`src/rtl/bram_arbiter.sv`:
```
// Two-requester arbiter in front of a single BRAM controller port.
// Round-robin arbitration with optional burst locking. Grants are
// combinational so that one access is issued every cycle. Read data
// returned by the controller is routed back via a one-bit read tag.
module bram_arbiter #(
    parameter int DAT_WIDTH  = 32,
    parameter int ADDR_WIDTH = 32
) (
    input  logic                  clk,
    input  logic                  rst_n,
    input  logic                  m0_req,
    input  logic                  m1_req,
    input  logic                  m0_lock,
    input  logic                  m1_lock,
    input  logic                  m0_wren,
    input  logic                  m1_wren,
    input  logic [ADDR_WIDTH-1:0] m0_addr,
    input  logic [ADDR_WIDTH-1:0] m1_addr,
    input  logic [DAT_WIDTH-1:0]  m0_idat,
    input  logic [DAT_WIDTH-1:0]  m1_idat,
    output logic                  m0_gnt,
    output logic                  m1_gnt,
    output logic [DAT_WIDTH-1:0]  m0_odat,
    output logic [DAT_WIDTH-1:0]  m1_odat,
    output logic                  m0_oval,
    output logic                  m1_oval,
    output logic [ADDR_WIDTH-1:0] bram_addr,
    output logic [DAT_WIDTH-1:0]  bram_idat,
    output logic                  bram_wren,
    output logic                  bram_rden,
    input  logic [DAT_WIDTH-1:0]  bram_odat,
    input  logic                  bram_oval
);

    typedef enum logic [1:0] {
        ST_ARB   = 2'd0,
        ST_LOCK0 = 2'd1,
        ST_LOCK1 = 2'd2
    } arb_state_t;

    arb_state_t state_r;
    arb_state_t state_nxt_s;
    logic       last_r;     // index of the most recent ARB-state grant
    logic       rd_tag_r;   // owner of the read currently in flight
    logic       gnt0_s;
    logic       gnt1_s;
    logic       wren_s;
    logic       rden_s;

    // Grant decision: round-robin tie-break in ARB, exclusive owner in LOCKx
    always_comb begin
        gnt0_s = 1'b0;
        gnt1_s = 1'b0;
        if (!rst_n) begin
            gnt0_s = 1'b0;
            gnt1_s = 1'b0;
        end else begin
            case (state_r)
                ST_ARB: begin
                    if (m0_req && m1_req) begin
                        // the requester that did not win last time wins the tie
                        gnt0_s = last_r;
                        gnt1_s = ~last_r;
                    end else begin
                        gnt0_s = m0_req;
                        gnt1_s = m1_req;
                    end
                end
                ST_LOCK0: gnt0_s = m0_req;
                ST_LOCK1: gnt1_s = m1_req;
                default: begin
                    gnt0_s = 1'b0;
                    gnt1_s = 1'b0;
                end
            endcase
        end
    end

    // Next state: enter a lock on a locked grant, leave when the owner drops req or lock
    always_comb begin
        state_nxt_s = ST_ARB;
        case (state_r)
            ST_ARB: begin
                if (gnt0_s && m0_lock) begin
                    state_nxt_s = ST_LOCK0;
                end else if (gnt1_s && m1_lock) begin
                    state_nxt_s = ST_LOCK1;
                end else begin
                    state_nxt_s = ST_ARB;
                end
            end
            ST_LOCK0: begin
                if (m0_req && m0_lock) begin
                    state_nxt_s = ST_LOCK0;
                end else begin
                    state_nxt_s = ST_ARB;
                end
            end
            ST_LOCK1: begin
                if (m1_req && m1_lock) begin
                    state_nxt_s = ST_LOCK1;
                end else begin
                    state_nxt_s = ST_ARB;
                end
            end
            default: state_nxt_s = ST_ARB;
        endcase
    end

    // Outputs: mux the granted requester onto the BRAM port and route read data back
    always_comb begin
        bram_addr = m0_addr;
        bram_idat = m0_idat;
        wren_s    = 1'b0;
        rden_s    = 1'b0;
        if (gnt1_s) begin
            bram_addr = m1_addr;
            bram_idat = m1_idat;
            wren_s    = m1_wren;
            rden_s    = ~m1_wren;
        end else if (gnt0_s) begin
            bram_addr = m0_addr;
            bram_idat = m0_idat;
            wren_s    = m0_wren;
            rden_s    = ~m0_wren;
        end else begin
            bram_addr = m0_addr;
            bram_idat = m0_idat;
            wren_s    = 1'b0;
            rden_s    = 1'b0;
        end
        m0_gnt    = gnt0_s;
        m1_gnt    = gnt1_s;
        bram_wren = wren_s;
        bram_rden = rden_s;
        m0_odat   = bram_odat;
        m1_odat   = bram_odat;
        // a read in flight across reset is never reported
        m0_oval   = rst_n & bram_oval & ~rd_tag_r;
        m1_oval   = rst_n & bram_oval & rd_tag_r;
    end

    // State, round-robin pointer and read tag registers
    always_ff @(posedge clk) begin
        if (!rst_n) begin
            state_r  <= ST_ARB;
            last_r   <= 1'b1;
            rd_tag_r <= 1'b0;
        end else begin
            state_r <= state_nxt_s;
            // the pointer is frozen while a burst owns the port
            if ((state_r == ST_ARB) && (gnt0_s || gnt1_s)) begin
                last_r <= gnt1_s;
            end else begin
                last_r <= last_r;
            end
            if (rden_s) begin
                rd_tag_r <= gnt1_s;
            end else begin
                rd_tag_r <= rd_tag_r;
            end
        end
    end

endmodule

```
`config.mk`:
```
export PLATFORM = sky130hd
export DESIGN_NAME = bram_arbiter
export DESIGN_NICKNAME = d
export VERILOG_FILES = /design/src/rtl/bram_arbiter.sv
export SDC_FILE = /design/constraint.sdc
export NUM_CORES = 1
export LEC_CHECK = 0
export ABC_AREA = 0
export BUFFER_PORTS_ARGS = -buffer_cell sky130_fd_sc_hd__buf_2
export CORE_AREA = 5 5 114 116
export CTS_CLUSTER_SIZE = 28
export DETAILED_ROUTE_END_ITERATION = 12
export DIE_AREA = 0 0 119 121
export PLACE_DENSITY = 0.58
export SETUP_SLACK_MARGIN = 0.1
export SLEW_MARGIN = 20
export SYNTH_ARGS = -nofsm -noshare
export SYNTH_HDL_FRONTEND = slang
export SYNTH_SLANG_ARGS = --single-unit
```
`constraint.sdc`:
```
create_clock -name clk -period 1.8 [get_ports clk]
set_clock_uncertainty 0.2 [all_clocks]
set_input_delay 0.09 -clock clk [delete_from_list [all_inputs] [get_ports clk]]
set_output_delay 0.09 -clock clk [all_outputs]
set_load 0.02 [all_outputs]
```
==> results.sh <==
export IMPL_rsz0062_at_grt="yes"
export IMPL_fin_util=0.274
export IMPL_timing_final_hold_violations=0
export IMPL_worstReg2RegEnd="rd_tag_r"
export IMPL_detail_route_antenna_nets=0
export IMPL_status="finished, violations left"
export IMPL_grt_pass1_wl_mm=11.5
export IMPL_setup_viol=49
export IMPL_synth_simple_area_share=0.0552
export IMPL_worstSetupEndpointType="primary output"
export IMPL_synth_avg_cell_area_um2=9.48
export IMPL_r2r_start="state_r[1]"
export IMPL_diodes=0
export IMPL_portBuffers=206
export IMPL_drc=0
export IMPL_routedWlPerCell_um=16.8
export IMPL_synth_commonest_cells="buf_4, mux2_2, mux2_4"
export IMPL_h_tree_depth=1
export IMPL_clock_path_buffers=2
export IMPL_area_growth_pct=107
export IMPL_hpwl_mm=6.08
export IMPL_clk_pin_slew_ns=0.03
export IMPL_root_buffer="clkbuf_16"
export IMPL_vias_per_cell=3.88
export IMPL_yosys_area_top_type_share=0.346
export IMPL_cellPowerDensity_nw_per_um2=456
export IMPL_hp_start="rst_n"
export IMPL_comb_power_share=0.701
export IMPL_synthTopCellsByArea="mux2_2, buf_4, mux2_4"
export IMPL_r2r_slack_ns=0.37
export IMPL_critPathLaunchType="flop"
export IMPL_finalWirelength_mm=8.41
export IMPL_seq_area_um2=86.3
export IMPL_design_core_area_um2=11800
export IMPL_synth_compound_area_frac=0.0424
export IMPL_drt_iter0_markers=20
export IMPL_p_seq_frac=0.069
export IMPL_synth_top_family_by_area="multiplexers"
export IMPL_fin_hold_ws_ns=0.0285
export IMPL_worst_slew_pin_slew_ns=0.494
export IMPL_p_int_uw=903
export IMPL_worst_ep_arrival_time_ns=1.61
export IMPL_synthMuxAreaShare=0.499
export IMPL_synth_adder_area_share=0
export IMPL_syn_area_um2=1560
export IMPL_postSynthNetCount=334
export IMPL_finalWeightedCongestion=0.784
export IMPL_max_freq_mhz=527
export IMPL_cts_tree="done"
export IMPL_finalInstanceArea_um2=3230
export IMPL_seq_area_frac_synth=0.0512
export IMPL_grt_overflow=0
export IMPL_ir_worst_vdd_uv=251
export IMPL_cp_depth=6
export IMPL_ys_seq_elements=4
export IMPL_cts_sinks=4
export IMPL_multi_input_area_um2=1060
export IMPL_die_h_um=121
export IMPL_hold_path_end="state_r[1]"
export IMPL_die_area_um2=14400
export IMPL_final_period_utilization=1.05
export IMPL_power_mw=1.48
export IMPL_power_leakage_nw=1.77
export IMPL_die_x_um=119
export IMPL_placed_area_um2=2290
export IMPL_antenna_found_initial=3
export IMPL_switching_share=0.388
export IMPL_synth_most_common_cell="buf_4"
export IMPL_start_util=0.132
export IMPL_finalMaxSlewViolations=0
export IMPL_cp_buffers_inverters=3
export IMPL_drive_gt1_frac=0.847
export IMPL_crit_fanout=7
export IMPL_violations="setup timing"
export IMPL_dp_cells=449
export IMPL_fin_crit_ns=1.90
export IMPL_first_pass_iters=4
export IMPL_r2r_cells=4
export IMPL_grt_use_total=0.102
export IMPL_grt_max_degree=17
export IMPL_pin_count=303
export IMPL_fillers=1197
export IMPL_ys_warn_count=0
export IMPL_cts_made_buffers=3
export IMPL_critPathTopFamily="buffers and inverters"
export IMPL_hold_path_class="in -> reg"
export IMPL_finalSetupTns_ns=-2.87
export IMPL_first_global_vias=2040
export IMPL_synth_ff_type="dfxtp_1"
export IMPL_rows=40
export IMPL_clock_power_share=0.230
export IMPL_cap_violations=0
export IMPL_preCtsSetupSlack_ns=0.0407
export IMPL_yosysTopAreaCell="mux2_2"
export IMPL_path_cells="nand3b_4, nand3_4, buf_12, clkbuf_16, mux2_2, buf_6"
export IMPL_synth_distinct_cells=21
export IMPL_max_slew_margin=0.669
export IMPL_synth_edf_count=0
export IMPL_clock_latency_ns=0.22
export IMPL_holdPathStages=2
export IMPL_synthCells=165
export IMPL_crit_slowest_cell="mux2_2"
export IMPL_finalNonFillerCells=499
export IMPL_critPathKind="reg -> out"
export IMPL_synthArstFlopShare=0
export IMPL_critical_path_max_stage_delay_ns=0.34
export IMPL_vias=1936
export IMPL_fin_ws_ns=-0.0965
export IMPL_p_switching_uw=573
export IMPL_cp_required_ns=1.51
export IMPL_synth_xor_area_frac=0
export IMPL_layout_nets=523
==> cell usage in the layout, fill, tap and decap left out, drive strengths merged <==
cell type    count
buf            219
nand2b           2
mux2            64
o2111a           1
and3             2
dlygate4sd3     36
nor2             2
o311ai           2
nor2b            2
and2             1
dfxtp            4
o2111ai          2
inv              3
nand3            1
nor3b            1
clkbuf           4
o21ai            4
nand2            1
nand3b           1
==> how the worst max path moves through the flow <==
stage	end	slack, ns	start
2_1_floorplan	bram_rden	0.15	state_r[1]
3_3_place_gp	bram_idat[8]	0.07	state_r[1]
3_5_place_dp	bram_idat[8]	0.04	state_r[1]
4_1_cts	bram_addr[3]	-0.12	state_r[1]
5_1_grt	bram_addr[9]	-0.15	state_r[0]
6_report	bram_idat[25]	-0.1	state_r[1]
==> sequential cells by signal (all words and copies together), names as in the netlist <==
register and flops:
rd_tag_r 1, last_r 1, state_r 2
==> repair_timing <==
| item | 4_1_cts | 5_1_grt |
|---|---|---|
| hold buffers | 36 | 0 |
| endpoints found under the setup margin | 66 | 67 |
| pin swaps | 1 | 1 |
| endpoints found under the hold margin | 68 | 0 |
| cloned | 3 | 1 |
| resized for setup | 55 | 64 |
| setup buffers | 7 | 3 |
==> metal layers <==
layer / up-vias / GRT usage / wire, um
met4: 2 / 0.0130 / 29
met2: 190 / 0.201 / 4460
met5: - / 0 / 7
met1: 855 / 0.0974 / 2610
met3: 4 / 0.0476 / 1300
li1: 885 / - / -
==> power groups by stage <==
stage,registers [mW],logic (mW),clock network [mW]
finish,0.102,1.03,0.340
floorplan,0.101,0.592,0
global route,0.103,1.10,0.352
detailed placement,0.102,0.670,0
CTS,0.102,0.965,0.351
global placement,0.102,0.662,0
==> cell families (layout without fill, tap and decap cells) <==
group	count (synthesis)	count (layout)
AO/OA/AOI/OAI	9	9
buffers and inverters	75	262
flip-flops	4	4
multiplexers	64	64
AND/OR/NAND/NOR	13	13
==> final cells by class <==
type,instances,share of cell area
well taps,147,0.0569
clock buffers,3,0.0232
inverters,3,0.00348
flip-flops and latches,4,0.0267
repair buffers,256,0.561
multi-input cells,86,0.328
Power figures use the tool's default switching activity.
